### config.mk
export PLATFORM = sky130hd
export DESIGN_NAME = ct_rd_arbiter_flat
export DESIGN_NICKNAME = d
export VERILOG_FILES = /design/src/rtl/ct_rd_arbiter_if.sv /design/src/rtl/ct_rd_arbiter.sv /design/src/flat_wrapper.sv
export SDC_FILE = /design/constraint.sdc
export NUM_CORES = 1
export LEC_CHECK = 0
export ABC_AREA = 1
export CORE_MARGIN = 10
export CORE_UTILIZATION = 34
export CTS_CLUSTER_SIZE = 8
export DETAILED_ROUTE_END_ITERATION = 10
export PLACE_DENSITY_LB_ADDON = 0.08
export SETUP_SLACK_MARGIN = 0.2
export SKIP_CTS_REPAIR_TIMING = 1
export SYNTH_ARGS = -nofsm -noshare
export SYNTH_HDL_FRONTEND = slang
export SYNTH_SLANG_ARGS = --single-unit
### constraint.sdc
create_clock -name clk -period 3.1 [get_ports clk]
set_input_delay 0.775 -clock clk [delete_from_list [all_inputs] [get_ports clk]]
set_output_delay 0.775 -clock clk [all_outputs]
set_load 0.05 [all_outputs]
### src/rtl/ct_rd_arbiter_if.sv
// -----------------------------------------------------------------------------
// ct_rd_arbiter_if
// Core-side read bus shared by NREQ cracker cores and the ciphertext read
// arbiter.
//   req_i    : per-core read request, held with addr_i until granted
//   addr_i   : per-core address, core k at [k*ADDR_W +: ADDR_W]
//   gnt_o    : one-hot grant, combinational in the request cycle
//   rvalid_o : one-hot read-data-valid, tagged to the issuing core
//   rdata_o  : shared read data, meaningful only where rvalid_o is set
//   busy_o   : high while any read is in flight
// master = core side, slave = arbiter side.
// -----------------------------------------------------------------------------
interface ct_rd_arbiter_if #(
  parameter int NREQ   = 2,
  parameter int ADDR_W = 8,
  parameter int DATA_W = 8
);
  logic [NREQ-1:0]        req_i;
  logic [NREQ*ADDR_W-1:0] addr_i;
  logic [NREQ-1:0]        gnt_o;
  logic [NREQ-1:0]        rvalid_o;
  logic [DATA_W-1:0]      rdata_o;
  logic                   busy_o;

  modport master (
    output req_i, addr_i,
    input  gnt_o, rvalid_o, rdata_o, busy_o
  );

  modport slave (
    input  req_i, addr_i,
    output gnt_o, rvalid_o, rdata_o, busy_o
  );
endinterface

### src/rtl/ct_rd_arbiter.sv
// -----------------------------------------------------------------------------
// ct_rd_arbiter
// Round-robin read arbiter letting NREQ cracker cores share the single-port
// ciphertext memory. One read is granted per cycle; a tag pipeline of depth
// RD_LAT routes each returning byte back to the core that issued it.
//   clk      : system clock
//   rst      : synchronous active-high reset
//   bus      : core-side request/grant/return bus (slave modport)
//   mem_addr : address to the memory (0 when no read is issued)
//   mem_rden : read strobe to the memory
//   mem_q    : memory read data, valid RD_LAT cycles after mem_rden
// -----------------------------------------------------------------------------
module ct_rd_arbiter #(
  parameter int NREQ   = 2,
  parameter int ADDR_W = 8,
  parameter int DATA_W = 8,
  parameter int RD_LAT = 1
) (
  input  logic                clk,
  input  logic                rst,
  ct_rd_arbiter_if.slave      bus,
  output logic [ADDR_W-1:0]   mem_addr,
  output logic                mem_rden,
  input  logic [DATA_W-1:0]   mem_q
);

  localparam int ID_W = (NREQ > 1) ? $clog2(NREQ) : 1;
  localparam logic [ID_W-1:0] LAST_ID = ID_W'(NREQ - 1);

  typedef struct packed {
    logic            vld;
    logic [ID_W-1:0] id;
  } tag_t;

  logic [ID_W-1:0]         ptr_q, ptr_d;
  tag_t [RD_LAT-1:0]       tag_q, tag_d;
  logic [NREQ-1:0]         rvalid_q, rvalid_d;
  logic [DATA_W-1:0]       rdata_hold_q, rdata_hold_d;

  logic                    win_vld;
  logic [ID_W-1:0]         win_id;
  logic [ID_W-1:0]         scan_idx;
  logic [NREQ-1:0]         gnt;
  logic                    busy;

  // Round-robin scan starting at ptr_q. The wrap is an explicit compare so a
  // non-power-of-2 NREQ never visits an index past the last core.
  always_comb begin
    // NOTE: every variable gets a default before any conditional assignment,
    // otherwise the tool infers a latch to hold the old value.
    win_vld  = 1'b0;
    win_id   = '0;
    scan_idx = ptr_q;
    for (int i = 0; i < NREQ; i++) begin
      if (!win_vld && bus.req_i[scan_idx]) begin
        win_vld = 1'b1;
        win_id  = scan_idx;
      end
      scan_idx = (scan_idx == LAST_ID) ? '0 : scan_idx + ID_W'(1);
    end
    // Nothing may reach the memory while reset is held.
    if (rst) begin
      win_vld = 1'b0;
      win_id  = '0;
    end
  end

  always_comb begin
    gnt      = '0;
    mem_rden = win_vld;
    mem_addr = '0;
    ptr_d    = ptr_q;
    if (win_vld) begin
      gnt      = NREQ'(1) << win_id;
      mem_addr = bus.addr_i[win_id*ADDR_W +: ADDR_W];
      ptr_d    = (win_id == LAST_ID) ? '0 : win_id + ID_W'(1);
    end
  end

  // Tag pipeline: a grant enters stage 0; stage RD_LAT-1 lines up with the
  // cycle in which mem_q carries that read's data.
  always_comb begin
    tag_d[0].vld = win_vld;
    tag_d[0].id  = win_id;
    for (int i = 1; i < RD_LAT; i++) begin
      tag_d[i] = tag_q[i-1];
    end
  end

  // rvalid is registered from the tag about to occupy the last stage, so the
  // pulse sits in exactly the cycle mem_q is valid.
  always_comb begin
    rvalid_d = '0;
    if (tag_d[RD_LAT-1].vld) begin
      rvalid_d = NREQ'(1) << tag_d[RD_LAT-1].id;
    end
  end

  // Data passes straight through from mem_q in the valid cycle and is kept
  // afterwards so rdata_o never shows stale bus noise between reads.
  always_comb begin
    rdata_hold_d = rdata_hold_q;
    if (|rvalid_q) begin
      rdata_hold_d = mem_q;
    end
  end

  always_comb begin
    busy = 1'b0;
    for (int i = 0; i < RD_LAT; i++) begin
      busy = busy | tag_q[i].vld;
    end
  end

  always_ff @(posedge clk) begin
    // NOTE: sequential state uses non-blocking assignments so every flop
    // samples the pre-edge value regardless of statement order.
    if (rst) begin
      ptr_q        <= '0;
      tag_q        <= '0;
      rvalid_q     <= '0;
      rdata_hold_q <= '0;
    end else begin
      ptr_q        <= ptr_d;
      tag_q        <= tag_d;
      rvalid_q     <= rvalid_d;
      rdata_hold_q <= rdata_hold_d;
    end
  end

  assign bus.gnt_o    = gnt;
  assign bus.rvalid_o = rvalid_q;
  assign bus.rdata_o  = (|rvalid_q) ? mem_q : rdata_hold_q;
  assign bus.busy_o   = busy;

endmodule

### src/flat_wrapper.sv
// flat-port wrapper written by rule: the top's interface ports become plain ports
module ct_rd_arbiter_flat 
#(
  parameter int NREQ   = 2,
  parameter int ADDR_W = 8,
  parameter int DATA_W = 8,
  parameter int RD_LAT = 1
)
  (clk, rst, mem_addr, mem_rden, mem_q, bus_req_i, bus_addr_i, bus_gnt_o, bus_rvalid_o, bus_rdata_o, bus_busy_o);
  ct_rd_arbiter_if #(.NREQ(NREQ), .ADDR_W(ADDR_W), .DATA_W(DATA_W)) bus_i ();
  input  logic clk;
  input  logic rst;
  output logic [ADDR_W-1:0] mem_addr;
  output logic mem_rden;
  input  logic [DATA_W-1:0] mem_q;
  input wire logic [$bits(bus_i.req_i)-1:0] bus_req_i;
  input wire logic [$bits(bus_i.addr_i)-1:0] bus_addr_i;
  output wire logic [$bits(bus_i.gnt_o)-1:0] bus_gnt_o;
  output wire logic [$bits(bus_i.rvalid_o)-1:0] bus_rvalid_o;
  output wire logic [$bits(bus_i.rdata_o)-1:0] bus_rdata_o;
  output wire logic [$bits(bus_i.busy_o)-1:0] bus_busy_o;
  assign bus_i.req_i = bus_req_i;
  assign bus_i.addr_i = bus_addr_i;
  assign bus_gnt_o = bus_i.gnt_o;
  assign bus_rvalid_o = bus_i.rvalid_o;
  assign bus_rdata_o = bus_i.rdata_o;
  assign bus_busy_o = bus_i.busy_o;
  ct_rd_arbiter #(.NREQ(NREQ), .ADDR_W(ADDR_W), .DATA_W(DATA_W), .RD_LAT(RD_LAT)) u_core (.clk(clk), .rst(rst), .bus(bus_i), .mem_addr(mem_addr), .mem_rden(mem_rden), .mem_q(mem_q));
endmodule
==> impl_results.md, run 1 <==
- Status: finished clean
- Clock Power Share: 16.7%
- FF+latch area: around 240 µm²
- Syn_area_per_cell: 6.28 µm²
- Critical path data arrival time: 2.03 ns
- Clock transition at path regs: about 0.060 ns
- Fin. max-slew vios: 0
- Nets: 181
- Number of global-route vias before repair: 763
- Comb pwr share: 51.1%
- Fill cells: 147
- Initial core utilization: 36.0%
- Antenna violations before repair: 0
- Die height: about 63 µm
- Worst skew pair latency: 0.26 ns
- Peak VDD IR: 0.000220 V
- TritonRoute pass-1 iters: 4
- Synth area leader: dfxtp_1
- Kind of cell adding the most delay to the critical path: buffers and inverters
- Post-synthesis instance total: 100
- Largest stage delay, worst path: 0.55 ns
- Crit path to: mem_addr[6]
- GPL Wtd Cong: 0.652
- Clock Skews: about 0.00085 ns
- Core Rows: 15
- Antenna fix cells: 0
- Placed Cells: 173
- Sequential area share after synthesis: between 30% and 40%
- Net switching power: 212 µW
- CTS tree: done
- DRT iter0 DRCs: 21
- Nature of the critical path endpoint: output pin
- CTS Buf Count: 3
- End-of-flow core utilization: 71.8%
- Post-Syn Nets: 128
- Max-cap violations: 0
- CP Buf/Inv Count: 3
- Setup TNS: 0 ns
- Final period util: 90.6%
- Post-synth top cells: 36 x nand2_1, 24 x inv_1, 12 x dfxtp_1
- Routed wire length per instance: roughly 12 µm
- Post-Layout Cell Count: roughly 180
- I/O pin total: 50
- Detailed Place HPWL: between 1500 and 2000 µm
- Cell Chain, Critical Path: clkdlybuf4s50_1 > nor2_2 > nor2_4 > nand2_4 > clkinv_4 > nand2_1 > nand2_1 > buf_12
- Cell with the most instances after synthesis: nand2_1
- R2r setup slk: 2.08 ns
- Post-synth cell types: 16
- CTS H-Tree Depth: 1
- Max Freq: 356 MHz
- Critical path type: in2out
- Hold WC Path Type: reg2reg
- First-pass GRT wire length: about 3300 µm
- Top_reg_cell synth: dfxtp_1
- Routed WL: just over 2000 µm
- R2r worst-path depth: 4
- Final Hold Fails: 0
- Worst Tran Pin Value: 0.526 ns
- Synth Warn #: 0
- Post-synthesis cell area: 628 µm²
- # setup viols final: 0
- Tot Pwr: 535 µW
- Area fraction of the dominant cell type after synthesis: 38.2%
- Post-place setup slack: 0.284 ns
- Total gr overflow: 0
- DR vias: 746
- Chip width: 63.0 µm
- Core Area: ~1700 µm²
- Final Worst Setup Slack: 0.291 ns
- Sink Count: 12
- Startpoint types: primary input
- Ranking of synthesized cells by area: dfxtp_1 38%, nand2_1 22%, inv_1 14%, o21ai_0 5.6%, nor2_1 5.4%
- Worst slew margin: roughly 65%
- DRC viols: 0
- GRT Overall Usage: approximately 10%
- Switching Share: between 30% and 40%
- Die Area: 3970 µm²
- Routed Antenna Nets: 0
- Final min period: 2.81 ns
- Power Dens Cells: 427 nW/µm²
- Register bit total from synthesis: 12
- Clk root buf: clkbuf_4
- WP depth: 8
- Share of cells above drive strength 1: 19.9%
- Port Buffers: 49
- Clk buf depth: 2
- Multi-input gate area: 269 µm²
- Req. time, crit path: 2.32 ns
- Critical Path Most Common Cell: nand2_1
- Critical Path Source: bus_req_i[1]
- Unrepaired setup endpoints after global routing: no
- Largest net degree at the start of global routing: 17
- Slowest-stage cell, CP: clkdlybuf4s50_1
- Origin of the critical flop-to-flop path: u_core.bus.rvalid_o[1]$_SDFF_PP0_
- Area Overhead vs Synth: 99.6%
- Sequential fraction of design power: 32.2%
- Internal Power: 323 µW
- Vias/cell: 4.24
- Fraction of registers with async set/reset: 0%
- FF-to-FF End: u_core.rdata_hold_q[1]$_SDFF_PP0_
- Pleak: 0.656 nW
- CP Max Fanout: 8
- Post-synth EDFFs: 0
==> stage by stage <==
step	cell area [µm²]	hold slack, ns
finish	1250	0.478
global route	1250	0.483
CTS	1250	0.475
detailed placement	1230	0.465
global placement	1230	0.453
floorplan	628	0.443
==> cell type report <==
cell class	instances	area share, %
Clock buffer	3	1.80
Inverter	26	8.18
Multi-Input combinational cell	60	21.5
Sequential cell	12	19.2
Tap cell	25	2.50
Timing Repair Buffer	50	46.9
==> power groups by stage <==
stage | Clock, mW | Combinational, mW | Sequential, mW
after floorplan | 0 | 0.145 | 0.184
after global placement | 0 | 0.273 | 0.175
after detailed placement | 0 | 0.276 | 0.176
after CTS | 0.0952 | 0.277 | 0.172
after global routing | 0.102 | 0.290 | 0.173
final | 0.0895 | 0.273 | 0.172
==> how the worst min path moves through the flow <==
stage / end / from / cells past startpoint
final: u_core.ptr_q$_SDFFE_PP0P_ / u_core.ptr_q$_SDFFE_PP0P_ / 2
after CTS: u_core.ptr_q$_SDFFE_PP0P_ / u_core.ptr_q$_SDFFE_PP0P_ / 2
after floorplan: u_core.ptr_q$_SDFFE_PP0P_ / u_core.ptr_q$_SDFFE_PP0P_ / 2
after global routing: u_core.ptr_q$_SDFFE_PP0P_ / u_core.ptr_q$_SDFFE_PP0P_ / 2
after detailed placement: u_core.ptr_q$_SDFFE_PP0P_ / u_core.ptr_q$_SDFFE_PP0P_ / 2
after global placement: u_core.ptr_q$_SDFFE_PP0P_ / u_core.ptr_q$_SDFFE_PP0P_ / 2
==> routing by layer <==
metal	track usage, %	share of wire [%]	up-vias
li1	-	-	391
met1	8.69	35	320
met2	17.9	51	31
met3	6.99	12	4
met4	5.87	2.1	0
met5	0	0	-
==> state kept, by name, indices dropped and copies added, names as in the netlist <==
register / count
u_core.ptr_q: 1
u_core.bus.rvalid_o: 2
u_core.bus.busy_o: 1
u_core.rdata_hold_q: 8
==> worst reg2reg max path: stages (launching register included) <==
cell and delay (ns):
dfxtp_1 0.33, nor2_4 0.29, nand2_1 0.08, o21ai_0 0.14, nor2_1 0.07
==> kinds of logic after synthesis <==
kind of cell / share of synthesized area [%]
simple gates: 35.7
buf+inv: 18.9
flops: 38.2
compound gates: 7.17
==> cell usage in the layout (no fill, tap or decap) <==
master | synthesis | final
buf_12 | 0 | 11
o21ai_0 | 7 | 7
nor2_1 | 9 | 9
clkinv_4 | 1 | 1
buf_4 | 0 | 9
a21oi_1 | 1 | 1
clkdlybuf4s50_1 | 0 | 30
o21ai_1 | 1 | 1
inv_2 | 1 | 1
nand2_4 | 1 | 1
nand2_1 | 36 | 36
dfxtp_1 | 12 | 12
nand3_2 | 1 | 1
nor2_4 | 2 | 2
inv_1 | 24 | 24
clkbuf_4 | 0 | 3
nand3_1 | 1 | 1
nor2_2 | 1 | 1
Power figures use the tool's default switching activity.
==> run 2: changes to the inputs <==
- SETUP_SLACK_MARGIN: 0.2 -> 0.15
==> results of run 2 <==
No change in the layout: final DEF, timing and power equal those of run 1.
==> run 3: changes to the inputs <==
- ABC_AREA: 1 -> default
- CORE_UTILIZATION: 34 -> 36
==> impl_results.md, run 3 <==
- Xor/xnor cell area share of the yosys netlist: 0%
- Routed Antenna Nets: 0
- DRT iter0 DRCs: 18
- Final Hold Fails: 0
- Chip width: 63.9 µm
- Simple-Gate Fraction of Synth Area: between 30% and 40%
- Clock transition at path regs: 0.07 ns
- Mux share of post-synthesis cell area: 0%
- First-pass GRT wire length: 3860 µm
- Unrepaired setup endpoints after global routing: no
- # setup viols final: 0
- Design area: 1460 µm²
- Worst slew margin: between 60% and 70%
- Ranking of synthesized cells by area: dfxtp_1 35%, nand2b_1 14%, o32ai_1 10%, or3b_2 7.6%, a21oi_1 5.8%
- Sequential area share after synthesis: 34.6%
- Worst skew pair latency: between 0.2 and 0.3 ns
- Synth Area in Compound Gates: 24.5%
- Hold WC Path Type: reg2reg
- Fin. max-slew vios: 0
- Area Overhead vs Synth: 111%
- Total gr overflow: 0
- Initial core utilization: 38.9%
- Post-synth EDFFs: 0
- Top_reg_cell synth: dfxtp_1
- Synth area leader: dfxtp_1
- Antenna fix cells: 0
- Max Freq: 348 MHz
- Pleak: between 0.5 and 0.6 nW
- Peak VDD IR: roughly 0.00022 V
- Port Buffers: 49
- CTS H-Tree Depth: 1
- Req. time, crit path: 2.32 ns
- Max reg flops: 8
- Cell with the most instances after synthesis: nand2b_1
- Core Rows: 15
- Power Dens Cells: between 300 and 400 nW/µm²
- Most common cell after layout, fill and taps aside: clkdlybuf4s50_1
- Routed wire length per instance: about 14 µm
- Post-synth cell types: 17
- Post-Syn Nets: 115
- Sink Count: 12
- Die height: ~64 µm
- Final period util: between 90 and 100%
- Antenna violations before repair: 0
- Synth Warn #: 0
- Die Area: 4090 µm²
- Final min period: 2.88 ns
- Syn_area_per_cell: 7.98 µm²
- Critical path type: in2out
- GPL Wtd Cong: between 0.7 and 0.8
- TritonRoute pass-1 iters: 4
- Vias/cell: around 5
- Setup TNS: 0 ns
- GRT Overall Usage: 11.4%
- Post-synth top cells: 16 x nand2b_1, 12 x dfxtp_1
- Critical path data arrival time: 2.10 ns
- I/O pin total: 50
- Worst Tran Pin Value: 0.500 ns
- Post-place setup slack: 0.0288 ns
- Max-cap violations: 0
- Post-synthesis instance total: 87
- DRC viols: 0
- Most flop-heavy register: u_core.rdata_hold_q
- Nets: 168
- Clk buf depth: 2
- Area fraction of the dominant cell type after synthesis: approximately 35%
- Fraction of registers with async set/reset: 0%
- Largest family of logic cells by synthesized area: simple AND/OR/NAND/NOR gates
- Post-synthesis cell area: 694 µm²
- Clk root buf: clkbuf_4
- DP Area: 1360 µm²
- Number of global-route vias before repair: 856
- Register bit total from synthesis: 12
- Routed WL: 2320 µm
- CTS Buf Count: 3
- Clock Skews: 0.00598 ns
- Commonest cells after routing, fill and taps aside: 29 x clkdlybuf4s50_1, 16 x nand2b_1, 16 x buf_12
- CP Max Fanout: 11
- DR vias: 808
- CTS tree: done
- Largest net degree at the start of global routing: 32
- Core Area: 1780 µm²
- Status: finished clean
- Final Worst Setup Slack: around 0.22 ns
- Nature of the critical path endpoint: output pin
- Adder-cell share of the synthesized area: 0%
- Share of cells above drive strength 1: 31.7%
- Detailed Place HPWL: 1810 µm
- Startpoint types: primary input
-- run 3: cell count changes after synthesis, sizes merged, moves of 7 or more --
cell and change:
or3b +8, nand2 -29, o32ai +8, a21oi +7, nand2b +16, nor2 -7
inv -25
-- run 3: worst paths after layout --
path | startpoint | to | slack, ns | depth (start not counted)
worst max-delay path | bus_req_i[0] | mem_addr[4] | 0.22 | 6
worst min-delay path | u_core.rdata_hold_q[6]$_SDFF_PP0_ | u_core.rdata_hold_q[6]$_SDFF_PP0_ | 0.56 | 2
worst max register to register | u_core.bus.rvalid_o[1]$_SDFF_PP0_ | u_core.rdata_hold_q[3]$_SDFF_PP0_ | 1.93 | 2
worst min register to register | u_core.rdata_hold_q[6]$_SDFF_PP0_ | u_core.rdata_hold_q[6]$_SDFF_PP0_ | 0.56 | 2
-- run 3: cells by family after synthesis --
family                 count (synthesis)
and+or+nand+nor                       41
buffers and inverters                  8
AOI/OAI and AO/OA                     26
DFF                                   12
-- run 3: layout make-up --
| class | count | area [µm²] |
|---|---|---|
| timing repair buffer | 54 | 683 |
| multi-input combinational | 67 | 457 |
| fill | 102 | 320 |
| sequential | 12 | 240 |
| clock buffer | 4 | 36.3 |
| tap | 25 | 31.3 |
| inverter | 1 | 7.51 |
| timing repair inverter | 1 | 7.51 |
-- run 3: per-stage QoR --
step / hold slack (ns) / cells / utilization [%] / total power [mW]
after floorplan: 0.534 / 87 / - / 0.300
after global placement: 0.547 / 158 / 76.3 / 0.424
after detailed placement: 0.553 / 158 / 76.3 / 0.427
after CTS: 0.565 / 162 / 78.3 / 0.547
after global routing: 0.596 / 164 / 82.0 / 0.577
final: 0.565 / 164 / 82.0 / 0.550
-- run 3: routing by layer --
| layer | routed length [µm] | global-route usage [%] |
|---|---|---|
| met1 | 853 | 11.9 |
| met2 | 1110 | 17.4 |
| met3 | 273 | 5.75 |
| met4 | 88 | 7.92 |
| met5 | 0 | 0 |
-- run 3: critical path: stages --
cell             delay (ns)
clkdlybuf4s50_1        0.43
nor2b_1                0.14
buf_4                  0.18
o32ai_1                0.28
buf_4                  0.17
buf_12                 0.12
-- run 3: report_power, final --
part	total, mW	switching, mW	internal [mW]
Sequential	0.171	0.00693	0.164
Combinational	0.260	0.134	0.125
Clock	0.119	0.0479	0.0713
